==> config.mk <==
export PLATFORM = sky130hd
export DESIGN_NAME = screen_sel_ctrl
export DESIGN_NICKNAME = d
export VERILOG_FILES = /design/src/rtl/screen_pkg.sv /design/src/rtl/sw_debounce.sv /design/src/rtl/screen_sel_ctrl.sv
export SDC_FILE = /design/constraint.sdc
export NUM_CORES = 1
export LEC_CHECK = 0
export CAP_MARGIN = 20
export CORE_MARGIN = 2
export CORE_UTILIZATION = 35
export DETAILED_ROUTE_END_ITERATION = 8
export DONT_BUFFER_PORTS = 1
export GPL_ROUTABILITY_DRIVEN = 0
export PLACE_DENSITY = 0.51
export SKIP_CTS_REPAIR_TIMING = 1
export SYNTH_ARGS = -nofsm -noshare
export SYNTH_HDL_FRONTEND = slang
export SYNTH_SLANG_ARGS = --single-unit
==> constraint.sdc <==
create_clock -name clk -period 3.1 [get_ports clk]
set_input_delay 0.62 -clock clk [delete_from_list [all_inputs] [get_ports clk]]
set_output_delay 0.62 -clock clk [all_outputs]
set_load 0.05 [all_outputs]
==> src/rtl/screen_pkg.sv <==
// Shared definitions for the screen-select path: FSM state encoding, default
// screen-index geometry and the per-screen ROM size used by the image loader.
package screen_pkg;

    // Default number of stored screens and index width.
    localparam int DEF_NUM_SCREENS = 8;
    localparam int DEF_SEL_W       = 3;

    // ROM words per stored screen (320x240), shared with imageloader.
    localparam int DEF_SCREEN_WORDS = 76800;

    typedef enum logic [1:0] {
        IDLE    = 2'd0,
        PENDING = 2'd1,
        BLANK   = 2'd2
    } state_t;

endpackage

==> src/rtl/sw_debounce.sv <==
// Stable-value filter for a switch bus. Any change on the raw bus restarts a
// saturating counter; once the bus has held still long enough, the low KEEP_W
// bits are published as the stable value. The remaining bits only take part
// in change detection.
module sw_debounce #(
    parameter int WIDTH        = 8,
    parameter int KEEP_W       = WIDTH,
    parameter int DEBOUNCE_CYC = 500000
) (
    input  logic              clk,
    input  logic              rst_n,
    input  logic [WIDTH-1:0]  raw,
    output logic [KEEP_W-1:0] stable
);

    localparam int CNT_W = (DEBOUNCE_CYC > 1) ? $clog2(DEBOUNCE_CYC) : 1;
    localparam logic [CNT_W-1:0] CNT_LAST = CNT_W'(DEBOUNCE_CYC - 1);

    logic [WIDTH-1:0] raw_q;
    logic [CNT_W-1:0] cnt;

    // Restart on change, count while still, latch once the count saturates.
    always_ff @(posedge clk or negedge rst_n) begin
        if (!rst_n) begin
            raw_q  <= '0;
            cnt    <= '0;
            stable <= '0;
        end else begin
            raw_q <= raw;
            if (raw != raw_q) begin
                cnt <= '0;
            end else if (cnt != CNT_LAST) begin
                cnt <= cnt + CNT_W'(1);
            end else begin
                stable <= raw_q[KEEP_W-1:0];
            end
        end
    end

endmodule

==> src/rtl/screen_sel_ctrl.sv <==
// Display-screen controller for the VGA path. Screen requests arrive from the
// POS logic (valid/ready) or from debounced board switches (sw[7] = manual
// mode, sw[SEL_W-1:0] = index). A new screen is committed only on the vsync
// falling edge so that no frame tears.
// Optional build macro SCREEN_BLANK_EN: after each commit the RGB stage is
// forced black for BLANK_FRAMES frames; without it blank_req is tied low.
module screen_sel_ctrl #(
    parameter int NUM_SCREENS  = screen_pkg::DEF_NUM_SCREENS,
    parameter int SEL_W        = screen_pkg::DEF_SEL_W,
    parameter int SCREEN_WORDS = screen_pkg::DEF_SCREEN_WORDS,
    parameter int ADDR_W       = 20,
    parameter int DEBOUNCE_CYC = 500000,
    parameter int BLANK_FRAMES = 2
) (
    input  logic              clk,
    input  logic              rst_n,
    input  logic              vsync,
    input  logic [7:0]        sw,
    input  logic              req_valid,
    input  logic [SEL_W-1:0]  req_sel,
    output logic              req_ready,
    output logic [SEL_W-1:0]  active_sel,
    output logic [ADDR_W-1:0] base_addr,
    output logic              busy,
    output logic              blank_req,
    output logic              sel_err
);

    import screen_pkg::*;

    // Mode bit plus index bits are the only switch bits that matter; they are
    // packed at the bottom of the filtered bus, the rest only restart the filter.
    localparam int DEB_W = SEL_W + 1;

    // Full-width multiply, truncated to the address width.
    function automatic logic [ADDR_W-1:0] addr_of(input logic [SEL_W-1:0] idx);
        return ADDR_W'({32'd0, idx} * {{SEL_W{1'b0}}, 32'(SCREEN_WORDS)});
    endfunction

    function automatic logic in_range(input logic [SEL_W-1:0] idx);
        return {{(32-SEL_W){1'b0}}, idx} < 32'(NUM_SCREENS);
    endfunction

    state_t           state;
    logic [SEL_W-1:0] target;
    logic [SEL_W-1:0] last_man;
    logic [DEB_W-1:0] stable_sw;
    logic             manual_mode;
    logic [SEL_W-1:0] manual_idx;
    logic             prev_vsync;
    logic             frame_edge;
    logic             pos_take;
    logic             man_take;
    logic [SEL_W-1:0] cand;

    sw_debounce #(
        .WIDTH        (8),
        .KEEP_W       (DEB_W),
        .DEBOUNCE_CYC (DEBOUNCE_CYC)
    ) u_sw_debounce (
        .clk    (clk),
        .rst_n  (rst_n),
        .raw    ({sw[6:SEL_W], sw[7], sw[SEL_W-1:0]}),
        .stable (stable_sw)
    );

    assign manual_mode = stable_sw[SEL_W];
    assign manual_idx  = stable_sw[SEL_W-1:0];

    // One-cycle history of vsync; reset high so release never looks like an edge.
    always_ff @(posedge clk or negedge rst_n) begin
        if (!rst_n) begin
            prev_vsync <= 1'b1;
        end else begin
            prev_vsync <= vsync;
        end
    end

    assign frame_edge = prev_vsync & ~vsync;

    // Pick this cycle's candidate in IDLE: POS first, manual only when POS is quiet.
    always_comb begin
        pos_take = 1'b0;
        man_take = 1'b0;
        cand     = req_sel;
        if (state == IDLE) begin
            if (req_valid) begin
                pos_take = req_ready;
            end else if (manual_mode && (manual_idx != last_man)) begin
                man_take = 1'b1;
                cand     = manual_idx;
            end
        end
    end

`ifdef SCREEN_BLANK_EN
    localparam int FC_W = $clog2(BLANK_FRAMES + 1);
    logic [FC_W-1:0] frame_cnt;
`else
    assign blank_req = 1'b0;
`endif

    // Switch FSM with all status outputs registered alongside the state.
    always_ff @(posedge clk or negedge rst_n) begin
        if (!rst_n) begin
            state      <= IDLE;
            target     <= '0;
            last_man   <= '0;
            active_sel <= '0;
            base_addr  <= '0;
            busy       <= 1'b0;
            sel_err    <= 1'b0;
            req_ready  <= 1'b0;
`ifdef SCREEN_BLANK_EN
            blank_req  <= 1'b0;
            frame_cnt  <= '0;
`endif
        end else begin
            sel_err <= 1'b0;
            case (state)
                IDLE: begin
                    req_ready <= 1'b1;
                    busy      <= 1'b0;
                    if (pos_take || man_take) begin
                        // The manual index is consumed even when it is rejected.
                        if (man_take) begin
                            last_man <= cand;
                        end
                        if (!in_range(cand)) begin
                            sel_err <= 1'b1;
                        end else if (cand != active_sel) begin
                            target    <= cand;
                            state     <= PENDING;
                            busy      <= 1'b1;
                            req_ready <= 1'b0;
                        end
                    end
                end

                PENDING: begin
                    if (frame_edge) begin
                        active_sel <= target;
                        base_addr  <= addr_of(target);
`ifdef SCREEN_BLANK_EN
                        state      <= BLANK;
                        blank_req  <= 1'b1;
                        frame_cnt  <= '0;
`else
                        state      <= IDLE;
                        busy       <= 1'b0;
                        req_ready  <= 1'b1;
`endif
                    end
                end

`ifdef SCREEN_BLANK_EN
                BLANK: begin
                    if (frame_edge) begin
                        if (frame_cnt == FC_W'(BLANK_FRAMES - 1)) begin
                            state     <= IDLE;
                            blank_req <= 1'b0;
                            busy      <= 1'b0;
                            req_ready <= 1'b1;
                        end else begin
                            frame_cnt <= frame_cnt + FC_W'(1);
                        end
                    end
                end
`endif

                default: begin
                    state     <= IDLE;
                    busy      <= 1'b0;
                    req_ready <= 1'b1;
                end
            endcase
        end
    end

endmodule

==> results of run 1 <==
flip-flops by register name, summed over array words and instances (netlist names), 3 cells and up:
name	flops
last_man	3
u_sw_debounce.cnt	19
target	3
active_sel	3
u_sw_debounce.stable	4
base_addr	9
u_sw_debounce.raw_q	8
metrics by stage:
step	area, sq um	setup WS, ns	utilization [%]	instances	power (mW)
CTS	2960	0.683	38.3	366	2.33
finish	2990	0.712	38.6	367	2.30
global route	2990	0.567	38.6	367	2.47
floorplan	2830	0.638	-	273	1.69
detailed placement	2840	0.497	36.7	358	1.81
global placement	2840	0.526	36.7	358	1.80
kinds of logic after synthesis:
family	count (synthesis)	synth area share (%)
XOR/XNOR	34	11.8
other	1	0.135
multiplexers	16	6.74
flip-flops	53	47.6
buffers and inverters	27	5.97
AND/OR/NAND/NOR	87	15.0
adder cells (fa/ha/maj)	9	4.31
AO/OA/AOI/OAI	35	8.40
synthesized netlist by cell type, drive strengths merged:
cell	number
or3b	1
nor4bb	1
nand3	7
nand3b	2
or4	2
or3	3
o22ai	3
fa	1
dfrtp	52
nor4	3
nor2b	2
nand4	4
conb	1
xor2	17
nor3	1
and2	1
and3	2
clkbuf	4
mux2	13
o21a	1
ha	8
o31ai	1
nand2	31
a211oi	2
a21oi	7
mux2i	3
nor2	24
xnor2	17
dfstp	1
a31oi	4
inv	7
and4	2
nor3b	1
buf	16
o21ai	16
a221o	1
power by group through the flow:
stage | Sequential (mW) | Combinational (mW) | Clock [mW]
finish | 1.20 | 0.594 | 0.499
global route | 1.23 | 0.682 | 0.557
CTS | 1.21 | 0.591 | 0.523
detailed placement | 1.23 | 0.584 | 0
global placement | 1.23 | 0.571 | 0
floorplan | 1.20 | 0.486 | 0
critical path, delay by kind of cell (launching register included):
family / cells / cell delay, ns
multiplexers: 2 / 0.63
AO/OA/AOI/OAI: 2 / 0.59
AND/OR/NAND/NOR: 1 / 0.50
flip-flops: 1 / 0.44
XOR/XNOR: 1 / 0.11
layout make-up:
cell class	count	area (sq um)	area share [%]
Clock buffer	6	82.6	2.77
Clock inverter	2	37.5	1.26
Inverter	7	26.3	0.880
Multi-Input combinational cell	193	1330	44.7
Sequential cell	53	1330	44.5
Tap cell	102	128	4.27
Timing Repair Buffer	4	50.0	1.68
worst paths after layout:
kind                       depth (start not counted)  slack (ns)                   start                      end
max in group asynchronous                          1        2.71                   rst_n     u_sw_debounce.cnt[8]
setup / recovery                                   6        0.71                state[0]                target[0]
min in group clk                                   0        0.29                   vsync               prev_vsync
setup reg to reg                                   6        0.71                state[0]                target[0]
hold / removal                                     0        0.14                   rst_n               prev_vsync
hold reg to reg                                    2        0.52  u_sw_debounce.raw_q[2]  u_sw_debounce.stable[2]
layer usage:
metal	GRT usage, %	share of wire (%)
met3	2.66	3.6
met4	4.04	1.3
met5	0	0
met1	16.0	46
met2	21.5	49
==> results by group, run 1 <==
Layout
  • Ant diodes: 0
  • Leading cell type in the layout, fill and taps excluded: dfrtp_1
  • Layout area overhead: 7.14%
  • Layout cell share with drive strength beyond 1: 13.6%
  • Most frequent cells in the layout: dfrtp_1, nand2_1, nor2_1, xor2_1, o21ai_0
  • Fill cells: 768
  • Final net count: around 290

CTS
  • Root Buffer: clkbuf_8
  • CTS tree: done
  • CTS Buffer Depth: 2
  • Number of H-tree levels: 2
  • Skew-Pair Late Insertion Delay: between 0.3 and 0.4 ns
  • CTS sink cnt: 53
  • CTS buffer count: 5
  • Clock slew at reported path FFs: 0.10 ns

Logic synthesis
  • Sequential-to-total area share from yosys stat: 47.6%
  • Synthesized instance count: about 260
  • Synthesized area: 0.00279 sq mm
  • Post-synth top area share: 46.7%
  • Synthesis Warnings: 0
  • #FFs+latches synth: 53
  • Synth area leaders: dfrtp_1, xor2_1, mux2_2
  • Yosys cell types: between 40 and 50
  • Yosys top cell by area: dfrtp_1
  • Post-Syn Area per Cell: 10.6 sq um

Timing
  • Final setup violation count: 0
  • Final Hold Viols: 0
  • Minimum clock period: 2.39 ns
  • TNS Setup: 0 ns
  • Worst-Margin Slew: 0.684 ns
  • Max-slew headroom: 54.3%
  • RSZ-0062 raised after global routing: false
  • Fin Clk Skew: 0.00883 ns
  • Fin crit share: 77.0%
  • Fmax achieved: 419 MHz
  • Worst hold margin: 0.137 ns
  • Final Slew Violations: 0

Global routing
  • Largest net degree at the start of global routing: 54
  • Gr usage total: between 10% and 20%
  • Vias in the first global route: 1,809
  • Initial antenna violation count: 0
  • Grt ovf: 0
  • First-pass GRT wire length: between 8000 and 9000 um

Place
  • DP HPWL: ~3500 um
  • Port bufs: 0

Floorplanning
  • Die footprint: around 0.0087 sq mm
  • Core Rows: 32
  • Die Y: 93.2 um
  • Width of the die: 93.2 um
  • Num ports: 42
  • CORE AREA: 0.00773 sq mm
  • Starting Density: 36.1%

Routing
  • Initial DRC count: 84
  • Final ANT Viol Nets: 0
  • 1st-pass router iterations: 4
  • Avg WL per Cell: 14.0 um
  • Final wirelength: approximately 5100 um
  • Total number of vias: 1,807
  • Vias per cell: 4.92
  • Drt drc: 0

Status
  • Status: finished, final reports clean

Pwr
  • Int Power: between 1 and 1.5 mW
  • Cell leakage power: 1.26 nW
  • Clk pwr share: 21.7%
  • Sw Share: about two fifths
  • Combinational power share: between 20% and 30%
  • Maximum VDD drop: 0.206 mV
  • Sequential share of power: a little over half
  • Cell Pwr Density: 769 mW/mm^2
  • P_sw: about 0.96 mW

Setup path
  • CP required: 3.30 ns
  • Crit path launch type: register
  • Critical path class: register to register
  • Maximum net fanout on the critical path: 7
  • Slowest stage delay, CP: 0.50 ns
  • CP Cell Sequence: or3b_1 > a31oi_4 > mux2i_2 > xnor2_2 > o31ai_4 > mux2_4
  • CP Capture Type: register
  • Data arrival time of the critical path: 2.59 ns
  • Critical path's slowest cell: or3b_1

Flow run
  • Max Cap Viol: 0

Min path
  • HP Class: primary input to async pin
Power figures use the tool's default switching activity.
==> inputs of run 2 (changes only) <==
clock period = 2.23 ns   (was 3.1 ns; I/O delays follow)
==> run 2 against run 1 <==
  * Clock skew grew 0.0032 ns
  * Non-clock buffer count is 16 higher
  * Register-to-register slack got worse by 0.58 ns
  * Final cell count grew 4.4%
  * Hold slack worse by 0.019 ns
  * Count of clock-buffer cells in the layout unchanged
  * Via count rose by 0.50%
  * Total power grew 36%
  * Critical endpoint is now target[2]
==> results by group, run 2 (synthesis gave the netlist of run 1 again) <==
Place
  • DP Area: 0.00295 sq mm (+4.0%)
  • Port bufs: 0 (unchanged)
  • DP HPWL: 3710 um (+4.5%)
  • Post-Place Cells: 373 (+4.2%)

Layout
  • Fill cells: 761 (-0.91%)
  • Multi-input gate area: 0.00135 sq mm (+1.4%)
  • Layout area overhead: 11.0%
  • Number of flip-flops in the largest register: 19 (unchanged)
  • Final net count: 304 (+5.6%)
  • Most frequent cells in the layout: dfrtp_1, nand2_1, nor2_1, buf_4, xor2_1
  • Biggest regs: u_sw_debounce.cnt: 19 flops, base_addr: 9 flops, u_sw_debounce.raw_q: 8 flops
  • Layout cell share with drive strength beyond 1: 18.5% (+4.9 points)
  • Fin area: 0.00309 sq mm (+3.6%)
  • Register area: 0.00133 sq mm (unchanged)
  • Final core occ: 40.0% (+1.4 points)
  • Ant diodes: 0 (unchanged)
  • Leading cell type in the layout, fill and taps excluded: dfrtp_1
  • Biggest register: u_sw_debounce.cnt
  • Non-filler cells, final: 383 (+4.4%)

CTS
  • CTS sink cnt: 53 (unchanged)
  • CTS buffer count: 5 (unchanged)
  • Clock slew at reported path FFs: 0.10 ns (about the same)
  • CTS tree: done
  • Skew-Pair Late Insertion Delay: 0.31 ns (about the same)
  • Root Buffer: clkbuf_8
  • CTS Buffer Depth: 2 (unchanged)
  • Number of H-tree levels: 2 (unchanged)

Timing
  • Minimum clock period: 2.10 ns (-0.291 ns)
  • Fmax achieved: 477 MHz (+14%)
  • Final Hold Viols: 0 (unchanged)
  • Final setup violation count: 0 (unchanged)
  • Final Slew Violations: 0 (unchanged)
  • RSZ-0062 raised after global routing: false
  • Fin Clk Skew: 0.0120 ns (+0.00315 ns)
  • Worst-Margin Slew: 0.521 ns (-0.162 ns)
  • Fin crit share: 94.0% (+17 points)
  • Max-slew headroom: 65.2% (+11 points)

Routing
  • Total number of vias: 1,816 (+0.50%)
  • Initial DRC count: 89 (+6.0%)
  • 1st-pass router iterations: 4 (unchanged)
  • Drt drc: 0 (unchanged)
  • Final ANT Viol Nets: 0 (unchanged)
  • Avg WL per Cell: 13.5 um (-3.9%)
  • Vias per cell: 4.74 (-3.7%)
  • Final wirelength: 5150 um (+0.27%)

Floorplanning
  • Width of the die: 93.2 um (unchanged)
  • CORE AREA: 0.00773 sq mm (unchanged)
  • Die footprint: 0.00869 sq mm (unchanged)
  • Starting Density: 36.1% (unchanged)
  • Core Rows: 32 (unchanged)
  • Num ports: 42 (unchanged)
  • Die Y: 93.2 um (unchanged)

Flow run
  • Max Cap Viol: 0 (unchanged)

Pwr
  • Cell leakage power: 1.32 nW (+4.6%)
  • Pwr Total: 3.12 mW (+36%)
  • Cell Pwr Density: 1010 mW/mm^2 (+31%)
  • Maximum VDD drop: 0.331 mV (+61%)

Global routing
  • Initial antenna violation count: 0 (unchanged)
  • Gr usage total: 13.1% (+0.53 points)
  • Vias in the first global route: 1,891 (+4.5%)
  • Grt ovf: 0 (unchanged)
  • Largest net degree at the start of global routing: 54 (unchanged)
  • First-pass GRT wire length: 9140 um (+6.3%)

Setup path
  • Crit path launch type: register
  • Critical path class: register to register
  • CP required: 2.43 ns (-0.87 ns)
  • CP Capture Type: register
  • Data arrival time of the critical path: 2.29 ns (-0.30 ns)
  • Maximum net fanout on the critical path: 4 (-3)

Status
  • Status: finished, final reports clean

Min path
  • HP Class: primary input to register
run 2: changes by cell type in the layout (fill, tap and decap cells not counted), sizes merged:
| cell | before | now |
|---|---|---|
| dlygate4sd3 | 0 | 1 |
| bufinv | 1 | 0 |
| buf | 4 | 19 |
| clkinvlp | 1 | 2 |
run 2: path summary, 6_finish.rpt:
check | from | endpoint | slack [ns] | cells past startpoint
max | state[0] | target[2] | 0.13 | 6
min | vsync | prev_vsync | 0.12 | 0
max reg2reg | state[0] | target[2] | 0.13 | 6
min reg2reg | u_sw_debounce.raw_q[0] | u_sw_debounce.stable[0] | 0.54 | 1
max in group asynchronous | rst_n | prev_vsync | 1.31 | 2
min in group asynchronous | rst_n | base_addr[19] | 0.64 | 2
run 2: through the flow:
step,worst slack (ns),TNS [ns],hold WS [ns]
final,0.133,0,0.117
after global routing,0.0243,0,0.0964
after CTS,0.0721,0,-0.202
after detailed placement,-0.0203,-0.0448,0.152
after global placement,0.0343,0,0.152
after floorplan,-0.0585,-0.117,0.150
run 2: critical path, stage by stage (launching register included):
cell and delay (ns):
dfrtp_1 0.40, or3b_4 0.42, a31oi_4 0.21, mux2i_4 0.29
xnor2_2 0.10, o31ai_4 0.26, mux2_4 0.32
run 2: cell type report:
class | instances | share of cell area, %
inverter | 7 | 0.849
multi-input combinational | 193 | 43.7
timing repair buffer | 20 | 5.58
clock buffer | 6 | 2.35
clock inverter | 2 | 0.485
tap | 102 | 4.12
sequential | 53 | 42.9
run 2: routing by layer:
metal	vias to the layer above	global-route usage (%)	wire length [um]	share of wire [%]
li1	904	-	-	-
met1	866	17.3	2470	48
met2	37	21.7	2430	47
met3	9	3.06	176	3.4
met4	0	3.68	76	1.5
met5	-	0	0	0
run 2: report_power, final:
| part | internal (mW) | total, mW | switching (mW) |
|---|---|---|---|
| registers | 1.12 | 1.57 | 0.452 |
| logic | 0.437 | 1.00 | 0.563 |
| clock network | 0.222 | 0.554 | 0.332 |
==> inputs of run 3 (changes only) <==
SLEW_MARGIN = 30   (was not set)
==> results of run 3 <==
Final layout, timing and power as in run 2 (identical DEF).
==> edit 1, RTL diff (settings of run 2) <==
Re-encode `state_t` (3 states) as one-hot, 3 bits wide.
--- a/src/rtl/screen_pkg.sv
+++ b/src/rtl/screen_pkg.sv
@@ -9,10 +9,10 @@
     // ROM words per stored screen (320x240), shared with imageloader.
     localparam int DEF_SCREEN_WORDS = 76800;
 
-    typedef enum logic [1:0] {
-        IDLE    = 2'd0,
-        PENDING = 2'd1,
-        BLANK   = 2'd2
+    typedef enum logic [2:0] {
+        IDLE    = 3'b001,
+        PENDING = 3'b010,
+        BLANK   = 3'b100
     } state_t;
 
 endpackage
Check against the original RTL: same outputs for any inputs over 10 cycles, from zero or initial values and one cycle with rst_n low; not proved beyond that.
==> edit 1 against run 2 <==
Setup slack lost 0.088 ns. Synthesized cell count is 0.38% lower. Routed wire length up 1.6%. Power is 5.6% higher. Sequential cell count rose by 1. Design area increased by 2.9%. Via count grew 2.2%. Area after synthesis rose by 1.8%.
==> edit 1: results <==
# TYPE chip_impl_metric gauge
chip_impl_metric{name="synthesis.area_per_instance",unit="um2"} 10.9
chip_impl_metric{name="multiInputCombCellCount",unit=""} 197
chip_impl_info{name="regToRegEndpoint",value="target[1]"} 1
chip_impl_metric{name="wl_met1",unit="um"} 2560
chip_impl_info{name="crit_path_end",value="target[1]"} 1
chip_impl_metric{name="grt_util_all_layers",unit=""} 0.128
chip_impl_info{name="run_status",value="finished clean"} 1
chip_impl_metric{name="final-clk-cell-share",unit=""} 0.0346
chip_impl_metric{name="via_count",unit=""} 1856
chip_impl_metric{name="comb_power_share",unit=""} 0.293
chip_impl_metric{name="largest_net_degree_at_the_start_of_global_routing",unit=""} 55
chip_impl_metric{name="seq_area_frac_synth",unit=""} 0.477
chip_impl_metric{name="dr_wl_met2",unit="um"} 2410
chip_impl_metric{name="inv_count",unit=""} 3
chip_impl_metric{name="critical_path_arrival",unit="ns"} 2.38
chip_impl_metric{name="gr_layer_usage_met1",unit=""} 0.176
chip_impl_metric{name="layout.filler_cells",unit=""} 754
chip_impl_metric{name="met3WireLength",unit="um"} 203
chip_impl_metric{name="share_of_the_final_layout_cell_area_in_sequential_cells",unit=""} 0.426
chip_impl_metric{name="finClkSkew",unit="ns"} 0.0106
chip_impl_info{name="crit_path_top_delay_cell",value="sky130_fd_sc_hd__or4_4"} 1
chip_impl_metric{name="grt.met2_usage",unit=""} 0.202
chip_impl_metric{name="post-place-ws",unit="ns"} 0.0418
chip_impl_metric{name="final_core_utilization",unit=""} 0.408
chip_impl_metric{name="routed_wl",unit="um"} 5230
chip_impl_metric{name="grt.met3_usage",unit=""} 0.0321
chip_impl_metric{name="grt_first_pass_wirelength",unit="um"} 9080
chip_impl_metric{name="power_leakage",unit="nW"} 1.38
chip_impl_metric{name="netSwitchingFraction",unit=""} 0.413
chip_impl_metric{name="viasPerCell",unit=""} 4.82
chip_impl_metric{name="multi_input_comb_area",unit="um2"} 1400
chip_impl_metric{name="first_iter_violations",unit=""} 75
chip_impl_metric{name="dpl_cell_area",unit="um2"} 3010
chip_impl_info{name="synth.area.top_cells",value="sky130_fd_sc_hd__dfrtp_1 46%, sky130_fd_sc_hd__xor2_1 7.1%, sky130_fd_sc_hd__mux2_2 4.8%"} 1
chip_impl_metric{name="setup_slack_of_the_most_critical_reg_to_reg_path",unit="ns"} 0.04
edit 1: changes by cell type in the layout (fill, tap and decap cells not counted), sizes merged, moves of 4 or more:
| cell | before | now |
|---|---|---|
| xor2 | 17 | 23 |
| inv | 7 | 3 |
| xnor2 | 17 | 12 |
| a21o | 0 | 5 |
| o21ai | 16 | 8 |
| nand2 | 31 | 27 |
| nand2b | 0 | 6 |
| nand3 | 7 | 11 |
edit 1: cells by family after synthesis:
logic type	Yosys count	share of synthesized area
simple gates	94	0.169
compound gates	32	0.0830
other cells	1	0.00132
xor+xnor	35	0.120
mux	16	0.0653
buf+inv	21	0.0459
flops	54	0.477
fa+ha+maj	8	0.0380
edit 1: critical path, delay by kind of cell, from the launching register on:
kind / cells / cell delay, ns
xor+xnor: 1 / 0.24
flops: 1 / 0.43
compound gates: 3 / 0.59
mux: 1 / 0.29
simple gates: 1 / 0.54
==> edit 2, RTL diff (settings of run 2) <==
Without the edit above. `ADDR_W`: 20 -> 40.
--- a/src/rtl/screen_sel_ctrl.sv
+++ b/src/rtl/screen_sel_ctrl.sv
@@ -8,7 +8,7 @@
     parameter int NUM_SCREENS  = screen_pkg::DEF_NUM_SCREENS,
     parameter int SEL_W        = screen_pkg::DEF_SEL_W,
     parameter int SCREEN_WORDS = screen_pkg::DEF_SCREEN_WORDS,
-    parameter int ADDR_W       = 20,
+    parameter int ADDR_W       = 40,
     parameter int DEBOUNCE_CYC = 500000,
     parameter int BLANK_FRAMES = 2
 ) (
Interface: changed (resized base_addr); port bits go from 42 to 62. The function was not compared with the original's and may differ.
==> edit 2 against run 2 <==
Worst hold slack about the same. Sequential cell count unchanged. Power rose by 10%. Die area increased by 5.1%. Routed wire length up 2.3%. Setup slack lost 0.060 ns. Design area is 4.0% higher. Global-route usage shrank 0.78 points. Area after synthesis rose by 5.4%.
==> edit 2: results <==
# TYPE chip_impl_metric gauge
chip_impl_metric{name="yosys.area_share.xor_xnor",unit=""} 0.112
chip_impl_metric{name="critical_path_peak_fanout",unit=""} 4
chip_impl_info{name="run_status",value="finished clean"} 1
chip_impl_metric{name="grt_util_all_layers",unit=""} 0.124
chip_impl_metric{name="seq_area_frac_synth",unit=""} 0.452
chip_impl_metric{name="critical_path_arrival",unit="ns"} 2.37
chip_impl_info{name="reg_top3",value="u_sw_debounce.cnt x19, base_addr x9, u_sw_debounce.raw_q x8"} 1
chip_impl_metric{name="grt_antenna_before_repair",unit=""} 0
chip_impl_info{name="synth_commonest_cells",value="52 x sky130_fd_sc_hd__dfrtp_1, 33 x sky130_fd_sc_hd__buf_4, 31 x sky130_fd_sc_hd__nand2_1"} 1
chip_impl_metric{name="critPathMaxStageDelay",unit="ns"} 0.42
chip_impl_metric{name="wl_per_cell",unit="um"} 12.9
chip_impl_info{name="worst_hold_path_type",value="in -> reg"} 1
chip_impl_metric{name="synth-async-reset-ratio",unit=""} 1.00
chip_impl_metric{name="viasPerCell",unit=""} 4.54
chip_impl_metric{name="synth_mux_area_frac",unit=""} 0.0639
chip_impl_metric{name="drive_gt1_frac",unit=""} 0.178
chip_impl_metric{name="synth_compound_area_frac",unit=""} 0.0797
chip_impl_metric{name="largest_net_degree_at_the_start_of_global_routing",unit=""} 54
chip_impl_metric{name="synth-adder-area-share",unit=""} 0.0409
chip_impl_metric{name="detail_route.first_pass.iterations",unit=""} 3
chip_impl_metric{name="cts.htree.levels",unit=""} 2
chip_impl_metric{name="first_iter_violations",unit=""} 59
chip_impl_metric{name="first_global_vias",unit=""} 1771
chip_impl_metric{name="layout.filler_cells",unit=""} 801
chip_impl_metric{name="finClkSkew",unit="ns"} 0.0102
chip_impl_metric{name="clock_latency",unit="ns"} 0.31
chip_impl_info{name="cpLargestDelayFamily",value="multiplexers"} 1
chip_impl_info{name="synth.area.top_cells",value="sky130_fd_sc_hd__dfrtp_1 44%, sky130_fd_sc_hd__buf_4 8.4%, sky130_fd_sc_hd__xor2_1 5.1%"} 1
chip_impl_metric{name="dpl_cell_area",unit="um2"} 3040
chip_impl_metric{name="hpwl",unit="um"} 3870
chip_impl_metric{name="worst_case_headroom_to_the_max_slew_limit",unit=""} 0.662
chip_impl_metric{name="worst_vdd_ir",unit="uV"} 345
chip_impl_metric{name="nets",unit=""} 326
chip_impl_metric{name="power_leakage",unit="nW"} 1.42
chip_impl_metric{name="grt_first_pass_wirelength",unit="um"} 8690
chip_impl_metric{name="count_of_flip_flops_with_a_built_in_enable_after_synthesis",unit=""} 0
chip_impl_metric{name="clockBufferDepth",unit=""} 2
chip_impl_metric{name="p_int",unit="mW"} 2.00
chip_impl_metric{name="antennaDiodeCount",unit=""} 0
-- edit 2: changes by cell type after synthesis, sizes merged --
cell	run 2	this run
buf	16	36
-- edit 2: metal layers --
metal / wire length (um) / part of all wire / global-route usage / vias to the layer above
li1: - / - / - / 924
met1: 2420 / 0.46 / 0.168 / 892
met2: 2560 / 0.49 / 0.197 / 31
met3: 209 / 0.040 / 0.0292 / 7
met4: 70 / 0.013 / 0.0357 / 0
met5: 0 / 0 / 0 / -
-- edit 2: power groups by stage --
stage / sequential (mW) / clock [mW] / combinational, mW
after floorplan: 1.67 / 0 / 0.776
after global placement: 1.59 / 0 / 1.06
after detailed placement: 1.60 / 0 / 1.08
after CTS: 1.58 / 0.808 / 1.08
after global routing: 1.60 / 0.847 / 1.21
final: 1.57 / 0.779 / 1.09
-- edit 2: layout make-up --
class	instances	area, um2	area share
tap	105	131	0.0408
sequential	53	1330	0.413
clock inverter	3	65.1	0.0202
timing repair buffer	22	188	0.0583
clock buffer	5	68.8	0.0214
inverter	7	26.3	0.00816
multi-input combinational	213	1410	0.439
-- edit 2: path summary, 6_finish.rpt --
check                                 start  depth (start not counted)          end  slack [ns]
worst max-delay path               state[0]                          6    target[2]        0.07
worst min-delay path                  vsync                          0   prev_vsync        0.12
worst max register to register     state[0]                          6    target[2]        0.07
worst min register to register  last_man[1]                          2  last_man[1]        0.53
max in group asynchronous             rst_n                          2   prev_vsync        1.31
min in group asynchronous             rst_n                          2     state[0]        0.63
-- edit 2: kinds of logic after synthesis --
kind of cell | after synthesis
simple gates | 87
flops | 53
buf+inv | 47
compound gates | 35
xor+xnor | 34
mux | 16
fa+ha+maj | 9
other cells | 1
-- edit 2: stage by stage --
stage          power [mW]  setup WS (ns)  instances
2_1_floorplan        2.45        -0.0585        313
3_3_place_gp         2.65         0.0128        397
3_5_place_dp         2.68        -0.0340        397
4_1_cts              3.47         0.0485        405
5_1_grt              3.65        -0.0205        408
6_report             3.44         0.0733        408
